## config.mk

```make
export PLATFORM = sky130hd
export DESIGN_NAME = perf_run_ctrl_flat
export DESIGN_NICKNAME = d
export VERILOG_FILES = /design/src/rtl/perf_run_ctrl_pkg.sv /design/src/rtl/perf_run_ctrl_if.sv /design/src/rtl/perf_run_ctrl_sat_counter.sv /design/src/rtl/perf_run_ctrl.sv /design/src/flat_wrapper.sv
export SDC_FILE = /design/constraint.sdc
export NUM_CORES = 1
export LEC_CHECK = 0
export ABC_AREA = 1
export BUFFER_PORTS_ARGS = -buffer_cell sky130_fd_sc_hd__buf_2
export CAP_MARGIN = 20
export CORE_MARGIN = 2
export CORE_UTILIZATION = 40
export CTS_BUF_LIST = sky130_fd_sc_hd__clkbuf_2 sky130_fd_sc_hd__clkbuf_4 sky130_fd_sc_hd__clkbuf_8
export DETAILED_ROUTE_END_ITERATION = 8
export PLACE_DENSITY = 0.71
export SLEW_MARGIN = 25
export SYNTH_ARGS = -nofsm -noshare
export SYNTH_HDL_FRONTEND = slang
export SYNTH_SLANG_ARGS = --single-unit
```

## constraint.sdc

```tcl
create_clock -name clk -period 1.63 [get_ports clk]
set_input_delay 0 -clock clk [delete_from_list [all_inputs] [get_ports clk]]
set_output_delay 0 -clock clk [all_outputs]
set_load 0.02 [all_outputs]
```

## src/rtl/perf_run_ctrl_pkg.sv

```systemverilog
// Shared types and defaults for the performance-run controller.
package perf_run_ctrl_pkg;

  // Default width of the cycle and retired-instruction counters.
  localparam int CW_DEFAULT = 16;

  // Run controller states.
  typedef enum logic [2:0] {
    ST_IDLE  = 3'd0,
    ST_FLUSH = 3'd1,
    ST_RUN   = 3'd2,
    ST_DRAIN = 3'd3,
    ST_DONE  = 3'd4
  } run_state_e;

endpackage

```

## src/rtl/perf_run_ctrl_if.sv

```systemverilog
// Handshake bundle between the pipeline/host and the run controller.
// The slave modport is the controller side, the master modport is the
// pipeline/host side that issues start and reports retirement status.
interface perf_run_ctrl_if
  import perf_run_ctrl_pkg::*;
#(
  parameter int CW = CW_DEFAULT
);
  logic          start;
  logic          isHalt;
  logic          W_v;
  logic          pipe_empty;
  logic          fetch_en;
  logic          run;
  logic          flush;
  logic [CW-1:0] cycle;
  logic [CW-1:0] instr;
  logic          done;
  logic          timeout;

  modport slave (
    input  start, isHalt, W_v, pipe_empty,
    output fetch_en, run, flush, cycle, instr, done, timeout
  );

  modport master (
    output start, isHalt, W_v, pipe_empty,
    input  fetch_en, run, flush, cycle, instr, done, timeout
  );
endinterface

```

## src/rtl/perf_run_ctrl_sat_counter.sv

```systemverilog
// Saturating up-counter with synchronous clear; holds at all-ones.
module sat_counter #(
  parameter int CW = 16
) (
  input  logic          clk,
  input  logic          rst_n,
  input  logic          clr,
  input  logic          inc,
  output logic [CW-1:0] q
);
  localparam logic [CW-1:0] Q_MAX = {CW{1'b1}};

  logic [CW-1:0] cnt_r;

  // Count register: clear wins over increment, increment stops at Q_MAX.
  always_ff @(posedge clk or negedge rst_n) begin
    if (!rst_n) begin
      cnt_r <= {CW{1'b0}};
    end else if (clr) begin
      cnt_r <= {CW{1'b0}};
    end else if (inc && (cnt_r != Q_MAX)) begin
      cnt_r <= cnt_r + {{(CW-1){1'b0}}, 1'b1};
    end else begin
      cnt_r <= cnt_r;
    end
  end

  assign q = cnt_r;
endmodule

```

## src/rtl/perf_run_ctrl.sv

```systemverilog
// Performance-run controller: flushes the pipeline, runs it until HALT
// retires or the cycle budget is exhausted, drains in-flight work and
// reports cycle/instruction counts. Outputs are registered copies of the
// next-state decode, so they behave as Moore outputs of the state register.
module perf_run_ctrl
  import perf_run_ctrl_pkg::*;
#(
  parameter int CW         = CW_DEFAULT,
  parameter int MAX_CYCLES = 10000,
  parameter int DRAIN_MAX  = 8
) (
  input logic             clk,
  input logic             rst_n,
  perf_run_ctrl_if.slave  bus
);
  localparam int              DW         = $clog2(DRAIN_MAX) + 1;
  localparam logic [CW-1:0]   CYC_LAST   = CW'(MAX_CYCLES - 1);
  localparam logic [DW-1:0]   DRAIN_LAST = DW'(DRAIN_MAX - 1);

  run_state_e    state_r;
  run_state_e    state_nxt_s;
  logic [DW-1:0] drain_cnt_r;
  logic          timeout_r;
  logic          fetch_en_r;
  logic          run_r;
  logic          flush_r;
  logic          done_r;
  logic [CW-1:0] cycle_s;
  logic [CW-1:0] instr_s;
  logic          cnt_clr_s;
  logic          cyc_inc_s;
  logic          ins_inc_s;
  logic          budget_hit_s;

  assign cnt_clr_s    = (state_r == ST_FLUSH);
  assign cyc_inc_s    = (state_r == ST_RUN);
  assign ins_inc_s    = bus.W_v && ((state_r == ST_RUN) || (state_r == ST_DRAIN));
  assign budget_hit_s = (cycle_s == CYC_LAST);

  sat_counter #(.CW(CW)) u_cycle_cnt (
    .clk   (clk),
    .rst_n (rst_n),
    .clr   (cnt_clr_s),
    .inc   (cyc_inc_s),
    .q     (cycle_s)
  );

  sat_counter #(.CW(CW)) u_instr_cnt (
    .clk   (clk),
    .rst_n (rst_n),
    .clr   (cnt_clr_s),
    .inc   (ins_inc_s),
    .q     (instr_s)
  );

  // Next-state decode; HALT takes priority over the cycle budget.
  always_comb begin
    state_nxt_s = state_r;
    case (state_r)
      ST_IDLE: begin
        if (bus.start) state_nxt_s = ST_FLUSH;
        else           state_nxt_s = ST_IDLE;
      end
      ST_FLUSH: begin
        state_nxt_s = ST_RUN;
      end
      ST_RUN: begin
        if (bus.isHalt)        state_nxt_s = ST_DRAIN;
        else if (budget_hit_s) state_nxt_s = ST_DONE;
        else                   state_nxt_s = ST_RUN;
      end
      ST_DRAIN: begin
        if (bus.pipe_empty || (drain_cnt_r == DRAIN_LAST)) state_nxt_s = ST_DONE;
        else                                               state_nxt_s = ST_DRAIN;
      end
      ST_DONE: begin
        if (bus.start) state_nxt_s = ST_FLUSH;
        else           state_nxt_s = ST_DONE;
      end
      default: begin
        state_nxt_s = ST_IDLE;
      end
    endcase
  end

  // State register.
  always_ff @(posedge clk or negedge rst_n) begin
    if (!rst_n) state_r <= ST_IDLE;
    else        state_r <= state_nxt_s;
  end

  // Drain cycle counter: cleared by the flush, advances every DRAIN cycle.
  always_ff @(posedge clk or negedge rst_n) begin
    if (!rst_n)                    drain_cnt_r <= {DW{1'b0}};
    else if (state_r == ST_FLUSH)  drain_cnt_r <= {DW{1'b0}};
    else if (state_r == ST_DRAIN)  drain_cnt_r <= drain_cnt_r + {{(DW-1){1'b0}}, 1'b1};
    else                           drain_cnt_r <= drain_cnt_r;
  end

  // Timeout flag: set only when the budget ends RUN without a HALT.
  always_ff @(posedge clk or negedge rst_n) begin
    if (!rst_n)                   timeout_r <= 1'b0;
    else if (state_r == ST_FLUSH) timeout_r <= 1'b0;
    else if ((state_r == ST_RUN) && !bus.isHalt && budget_hit_s) timeout_r <= 1'b1;
    else                          timeout_r <= timeout_r;
  end

  // Control outputs registered from the next state so they track state_r.
  always_ff @(posedge clk or negedge rst_n) begin
    if (!rst_n) begin
      fetch_en_r <= 1'b0;
      run_r      <= 1'b0;
      flush_r    <= 1'b0;
      done_r     <= 1'b0;
    end else begin
      fetch_en_r <= (state_nxt_s == ST_RUN);
      run_r      <= (state_nxt_s == ST_RUN) || (state_nxt_s == ST_DRAIN);
      flush_r    <= (state_nxt_s == ST_FLUSH);
      done_r     <= (state_nxt_s == ST_DONE);
    end
  end

  assign bus.fetch_en = fetch_en_r;
  assign bus.run      = run_r;
  assign bus.flush    = flush_r;
  assign bus.done     = done_r;
  assign bus.timeout  = timeout_r;
  assign bus.cycle    = cycle_s;
  assign bus.instr    = instr_s;
endmodule

```

## src/flat_wrapper.sv

```systemverilog
// flat-port wrapper written by rule: the top's interface ports become plain ports
module perf_run_ctrl_flat import perf_run_ctrl_pkg::*;
#(
  parameter int CW         = CW_DEFAULT,
  parameter int MAX_CYCLES = 10000,
  parameter int DRAIN_MAX  = 8
)
  (clk, rst_n, bus_start, bus_isHalt, bus_W_v, bus_pipe_empty, bus_fetch_en, bus_run, bus_flush, bus_cycle, bus_instr, bus_done, bus_timeout);
  perf_run_ctrl_if #(.CW(CW)) bus_i ();
  input logic clk;
  input logic rst_n;
  input wire logic [$bits(bus_i.start)-1:0] bus_start;
  input wire logic [$bits(bus_i.isHalt)-1:0] bus_isHalt;
  input wire logic [$bits(bus_i.W_v)-1:0] bus_W_v;
  input wire logic [$bits(bus_i.pipe_empty)-1:0] bus_pipe_empty;
  output wire logic [$bits(bus_i.fetch_en)-1:0] bus_fetch_en;
  output wire logic [$bits(bus_i.run)-1:0] bus_run;
  output wire logic [$bits(bus_i.flush)-1:0] bus_flush;
  output wire logic [$bits(bus_i.cycle)-1:0] bus_cycle;
  output wire logic [$bits(bus_i.instr)-1:0] bus_instr;
  output wire logic [$bits(bus_i.done)-1:0] bus_done;
  output wire logic [$bits(bus_i.timeout)-1:0] bus_timeout;
  assign bus_i.start = bus_start;
  assign bus_i.isHalt = bus_isHalt;
  assign bus_i.W_v = bus_W_v;
  assign bus_i.pipe_empty = bus_pipe_empty;
  assign bus_fetch_en = bus_i.fetch_en;
  assign bus_run = bus_i.run;
  assign bus_flush = bus_i.flush;
  assign bus_cycle = bus_i.cycle;
  assign bus_instr = bus_i.instr;
  assign bus_done = bus_i.done;
  assign bus_timeout = bus_i.timeout;
  perf_run_ctrl #(.CW(CW), .MAX_CYCLES(MAX_CYCLES), .DRAIN_MAX(DRAIN_MAX)) u_core (.clk(clk), .rst_n(rst_n), .bus(bus_i));
endmodule
```

==> metrics.md, run 1 <==
| Metric | Value |
|---|---|
| Crit share post-route | `between 90 and 100%` |
| Top-Level Pins | `43` |
| Setup slack, reg-to-reg | `0.06 ns` |
| Yosys reg bits | `44` |
| Start point of the critical path | `u_core.u_cycle_cnt.q[0]` |
| LEAKAGE | `around 1.7 nW` |
| Register area share after synthesis | `approximately two fifths` |
| HPWL Detailed | `just under 5 mm` |
| Initial DRC count | `approximately 120` |
| Final GP Congestion | `0.910` |
| Skew final | `between 0.003 and 0.004 ns` |
| Power density cells | `1210 nW/um^2` |
| TritonRoute pass-1 iters | `4` |
| All-Layer GR Usage | `19.0%` |
| Port bufs | `42` |
| Cells after DPL | `497` |
| H-tree Lvls | `2` |
| Max-slew violations | `0` |
| Post-synth EDFFs | `0` |
| # DRC | `0` |
| Worst-Margin Slew | `approximately 0.52 ns` |
| Fmax | `637 MHz` |
| DRT antenna net count | `0` |
| Vias | `between 2,000 and 3,000` |
| Tmin final | `roughly 1.6 ns` |
| Core Area | `between 6000 and 7000 sq um` |
| End of the worst hold path | `u_core.state_r[0]` |
| Vias in the first global route | `~2,500` |
| Share of layout cells above drive strength 1 | `28.4%` |
| Hold Path Origin | `bus_pipe_empty` |
| Crit path required time | `approximately 1.8 ns` |
| Top-count cell post-synth | `nand2_1` |
| CTS Sinks | `44` |
| Status | `finished, final reports clean` |
| Crit-path slowest cell | `dfrtp_2` |
| Final core utilization | `54.0%` |
| Wire length of the first global-routing pass | `11.2 mm` |
| Share of the synthesized area in the top cell type | `around two fifths` |
| WL/cell | `around 13 um` |
| Placed cell areas | `3130 sq um` |
| Max FO, Critical Path | `7` |
| Slew headroom | `65.3%` |
| Grt total ovfl | `0` |
| Worst hold stages | `4` |
| Post-synthesis cell type count | `27` |
| Post-route cell area | `roughly 3400 sq um` |
| Starting Density | `about two fifths` |
| CP delay by family, top | `flip-flops` |
| Post-Place Setup Slack | `-0.106 ns` |
| Netlist Area Pre-Place | `about 2700 sq um` |
| Mapped Cells | `about 350` |
| Post-synthesis area per instance | `about 7.5 sq um` |
| Largest net degree at the start of global routing | `25` |
| Peak supply drop | `0.000833 V` |
| Commonest cells post-synth | `nand2_1, dfrtp_1, nor2_1` |
| Antenna violations before repair | `0` |
| Post-synth ARST share | `between 90% and 100%` |
| R2R Path Start | `u_core.u_cycle_cnt.q[0]` |
| CTS Buf Count | `5` |
| Layout area overhead | `29.9%` |
| Row cnt | `29` |
| CTS max path bufs | `2` |
| DIE HEIGHT | `around 85 um` |
| Final wirelength | `about 6.9 mm` |
| Clk pin slew, worst setup/hold paths | `0.09 ns` |
| Hold WC Path Type | `in2reg` |
| Final worst slack | `roughly 0.06 ns` |
| Final Setup Violations | `0` |
| Kind of critical path | `reg2reg` |
| WHS | `roughly 0.044 ns` |
| Reg2Reg Depth | `9` |
| Final std cells w/o fill | `roughly 520` |
| Die area | `~7300 sq um` |
| Final nets | `452` |
| Most area-hungry cell type in the Yosys netlist | `dfrtp_1` |
| Critical path endpoint category | `flip-flop` |
| Clock latency on the worst-skew pair | `0.30 ns` |
| Critical path, cell by cell | `ha_4 -> inv_4 -> nor2_4 -> nand2_2 -> nor2_4 -> o21ai_4 -> clkinv_4 -> nand2_2 -> nand2_1` |
| Final hold vios | `0` |
| Synth Flop Type | `dfrtp_1` |
| Root Buffer | `clkbuf_8` |
| CTS tree | `done` |
| Worst path bufs/invs | `2` |
| Yosys warning total | `0` |
| Inserted Diodes | `0` |
| Die Width | `~85 um` |
| Crit start category | `flip-flop` |
| Vias/cell | `5.17` |
| Maximum capacitance violations | `0` |
| Max stage delay on crit path | `0.44 ns` |
| Top cells by area, synth | `dfrtp_1, nand2_1, nand4_1` |
| FF-to-FF End | `u_core.u_cycle_cnt.q[9]` |
| Synth Net Count | `around 360` |
| Critical Path AT | `about 1.8 ns` |
-- power breakdown --
group	switching, mW	internal [mW]	total (mW)
Sequential	0.163	1.27	1.43
Clock	0.395	0.454	0.849
Combinational	1.13	0.773	1.90
Total	1.68	2.50	4.18
-- final cells by class --
class | instances | area (sq um)
Inverter | 30 | 120
Tap cell | 77 | 96.3
Sequential cell | 44 | 1110
Timing Repair Buffer | 88 | 613
Clock inverter | 3 | 42.5
Timing Repair inverter | 1 | 6.26
Fill cell | 610 | 2940
Multi-Input combinational cell | 273 | 1390
Clock buffer | 5 | 68.8
-- state kept, by name (all words and copies together), names as in the netlist --
name / cells
u_core.bus.timeout: 1
u_core.bus.flush: 1
u_core.bus.done: 1
u_core.bus.run: 1
u_core.bus.fetch_en: 1
u_core.u_instr_cnt.q: 16
u_core.state_r: 3
u_core.u_cycle_cnt.q: 16
u_core.drain_cnt_r: 4
-- per-stage QoR --
step / power [mW] / TNS (ns)
2_1_floorplan: 2.55 / 0
3_3_place_gp: 2.93 / -0.339
3_5_place_dp: 2.95 / -0.953
4_1_cts: 3.82 / 0
5_1_grt: 4.44 / -0.168
6_report: 4.18 / 0
-- cells in the final DEF, fill, tap and decap left out, types with 2 or more instances in the layout --
cell             n
o21ai_0          6
nand3_1         26
buf_12           2
nand2_1        123
inv_4            2
inv_2            2
nand4_1         33
inv_1           26
o21bai_1         4
clkbuf_8         5
nand2_2          4
or2_2            5
buf_4           39
nor2_1          37
dlygate4sd3_1    3
nor2_4           8
xor2_1           7
a31oi_1          2
o211ai_1         2
nor3_1           3
dfrtp_2          4
dfrtp_1         40
a21oi_1          3
buf_2           42
-- worst max path at each step --
| stage | endpoint | slack, ns | cells past startpoint |
|---|---|---|---|
| final | u_core.u_cycle_cnt.q[9] | 0.06 | 9 |
| after CTS | u_core.u_cycle_cnt.q[15] | 0.04 | 9 |
| after floorplan | u_core.u_cycle_cnt.q[12] | 0.06 | 9 |
| after detailed placement | u_core.u_cycle_cnt.q[0] | -0.11 | 8 |
| after global placement | u_core.u_cycle_cnt.q[11] | -0.03 | 8 |
| after global routing | u_core.u_cycle_cnt.q[9] | -0.03 | 9 |
-- worst register-to-register path, delay by kind of cell (launching register included) --
kind,cells,cell delay [ns]
AND/OR/NAND/NOR,5,0.34
flip-flops,1,0.44
adder cells (fa/ha/maj),1,0.18
AO/OA/AOI/OAI,1,0.28
buffers and inverters,2,0.22
-- routing by layer --
metal,vias up,global-route usage [%],part of all wire [%]
li1,1339,-,-
met1,1254,23.6,43
met2,92,33.2,49
met3,9,3.79,6.8
met4,0,6.20,1.2
met5,-,0,0
-- what timing repair did --
action,CTS,global route
hold buffers,3,0
setup buffers,0,11
hold endpoints to repair,24,0
pin swaps,0,4
gates cloned,0,2
setup endpoints to repair,14,31
resized for setup,1,14
-- logic make-up after synthesis --
kind of cell	count (synthesis)	synth area share, %
simple gates	243	42.4
flops	44	41.5
buf+inv	37	7.22
compound gates	19	4.81
xor+xnor	8	2.64
fa+ha+maj	3	1.42
(Power assumes the default switching activity.)
==> run 2: changes to the inputs <==
--- a/config.mk
+++ b/config.mk
@@ -8,6 +8,7 @@
 export ABC_AREA = 1
 export BUFFER_PORTS_ARGS = -buffer_cell sky130_fd_sc_hd__buf_2
 export CAP_MARGIN = 20
+export CORE_ASPECT_RATIO = 0.7
 export CORE_MARGIN = 2
 export CORE_UTILIZATION = 40
 export CTS_BUF_LIST = sky130_fd_sc_hd__clkbuf_2 sky130_fd_sc_hd__clkbuf_4 sky130_fd_sc_hd__clkbuf_8
==> metrics.md, run 2 (synthesized netlist as in run 1, its figures left out) <==
| Metric | Value |
|---|---|
| Worst path bufs/invs | `1` |
| All-Layer GR Usage | `19.4%` |
| Critical path, cell by cell | `nand2_1 -> nor2_1 -> nand2_2 -> nor2_4 -> o21ai_4 -> buf_4 -> o21ai_0` |
| DIE HEIGHT | `72.1 um` |
| Inserted Diodes | `0` |
| Core Area | `6310 sq um` |
| Top-Level Pins | `43` |
| Clock power share | `approximately 19%` |
| TritonRoute pass-1 iters | `6` |
| Power density cells | `between 1000 and 1500 nW/um^2` |
| Crit start category | `flip-flop` |
| Internal power | `approximately 2.3 mW` |
| CTS Buf Count | `5` |
| Register share of total power | `36.3%` |
| Hold WC Path Type | `in2reg` |
| Root Buffer | `clkbuf_8` |
| CTS tree | `done` |
| Kind of critical path | `reg2reg` |
| DRT antenna net count | `0` |
| Final wirelength | `6.99 mm` |
| H-tree Lvls | `2` |
| Max stage delay on crit path | `~0.44 ns` |
| Critical path endpoint category | `flip-flop` |
| Share of layout cells above drive strength 1 | `between 20% and 30%` |
| Die Width | `101 um` |
| Vias in the first global route | `around 2,300` |
| Setup slack, reg-to-reg | `approximately 0.067 ns` |
| Final nets | `about 440` |
| Crit-path slowest cell | `dfrtp_1` |
| Crit path to | `u_core.u_cycle_cnt.q[0]` |
| Tmin final | `between 1.5 and 2 ns` |
| Initial DRC count | `199` |
| Final std cells w/o fill | `512` |
| Final Setup Violations | `0` |
| Status | `finished, final reports clean` |
| FF-to-FF End | `u_core.u_cycle_cnt.q[0]` |
| Wire length of the first global-routing pass | `11.1 mm` |
| Skew final | `0.0134 ns` |
| Final hold vios | `0` |
| Reg2Reg Depth | `7` |
| Maximum capacitance violations | `0` |
| Unrepaired setup endpoints after global routing | `true` |
| Final GP Congestion | `0.889` |
| Start point of the critical path | `u_core.u_cycle_cnt.q[6]` |
| HPWL Detailed | `5.06 mm` |
| Antenna violations before repair | `0` |
| Vias | `between 2,000 and 3,000` |
| Final core utilization | `between 50% and 60%` |
| CTS Sinks | `44` |
| Sw Share | `about 42%` |
| Port bufs | `42` |
| CP delay by family, top | `simple AND/OR/NAND/NOR gates` |
| R2R Path Start | `u_core.u_cycle_cnt.q[6]` |
| Fillers | `602` |
| Clock latency on the worst-skew pair | `0.31 ns` |
| # DRC | `0` |
| Starting Density | `42.1%` |
| Grt total ovfl | `0` |
| Crit share post-route | `a little over nine tenths` |
| Clk pin slew, worst setup/hold paths | `about 0.09 ns` |
| Logic pwr share | `between 40 and 50%` |
| WL/cell | `13.7 um` |
| CP Depth | `7` |
| Switching pwr | `between 1.5 and 2 mW` |
| Critical Path AT | `~1.8 ns` |
| Max-slew violations | `0` |
| Cells after DPL | `~500` |
| Crit path required time | `around 1.9 ns` |
| Peak supply drop | `0.000783 V` |
| Vias/cell | `approximately 5.3` |
| Fmax | `640 MHz` |
| CTS max path bufs | `2` |
| Layout area overhead | `24.3%` |
| Most common cell after layout, fill and taps aside | `nand2_1` |
| Largest net degree at the start of global routing | `45` |
| Row cnt | `24` |
| Most frequent cells in the layout | `nand2_1, buf_2, dfrtp_1` |
| LEAKAGE | `~1.7 nW` |
| Slew headroom | `slightly above 60%` |
| Max FO, Critical Path | `5` |
| Die area | `approximately 7300 sq um` |
| Worst-Margin Slew | `roughly 0.6 ns` |
run 2: cell count changes in the layout (fill, tap and decap cells not counted), sizes merged:
cell	previous run	this run
clkbuf	6	7
bufinv	1	0
inv	30	29
buf	84	75
run 2: routing by layer:
layer  routed length [um]  track usage (%)
met1                 3390             29.7
met2                 2930             26.9
met3                  582             4.24
met4                   87             6.16
met5                    0                0
run 2: worst min-delay path by stage:
| stage | startpoint | cells after the start | end |
|---|---|---|---|
| 6_report | bus_pipe_empty | 3 | u_core.bus.done |
| 3_3_place_gp | rst_n | 2 | u_core.u_instr_cnt.q[11] |
| 2_1_floorplan | rst_n | 0 | u_core.bus.done |
| 4_1_cts | bus_pipe_empty | 4 | u_core.state_r[0] |
| 5_1_grt | bus_pipe_empty | 4 | u_core.state_r[0] |
| 3_5_place_dp | rst_n | 2 | u_core.u_instr_cnt.q[13] |
run 2: final cells by class:
type                    count  area (sq um)  area share [%]
inverters                  30           118            3.57
well taps                  78          97.6            2.96
multi-input cells         273          1370            41.5
repair inverters            1          5.00           0.152
repair buffers             78           504            15.3
flip-flops and latches     44          1110            33.5
clock buffers               7          90.1            2.73
clock inverters             1          7.51           0.228
run 2: worst reg2reg max path, delay by kind of cell, from the launching register on:
family	cells	cell delay, ns
DFF	1	0.44
buffers and inverters	1	0.18
AOI/OAI and AO/OA	2	0.24
and+or+nand+nor	4	0.63
run 2: metrics by stage:
step	setup TNS, ns	hold slack [ns]	setup slack, ns	power (mW)	area, sq um
finish	0	0.0506	0.0672	3.91	3300
global route	-0.00200	0.0666	-0.00135	4.14	3300
CTS	0	0.0440	0.0327	3.78	3240
detailed placement	-1.52	0.121	-0.138	3.00	3110
global placement	-0.857	0.119	-0.0759	2.95	3110
floorplan	0	-0.296	0.0578	2.55	2660
run 2: power by group through the flow:
stage	Combinational [mW]	Clock, mW	Sequential (mW)
floorplan	0.964	0	1.58
finish	1.73	0.761	1.42
CTS	1.58	0.776	1.42
detailed placement	1.56	0	1.44
global route	1.87	0.820	1.44
global placement	1.52	0	1.43
run 2: what timing repair did:
item / 4_1_cts / 5_1_grt
pin swaps: 0 / 1
gates cloned: 0 / 1
gates resized for setup: 1 / 6
hold buffers: 3 / 0
hold endpoints to repair: 46 / 0
setup buffers: 0 / 3
setup endpoints to repair: 14 / 32
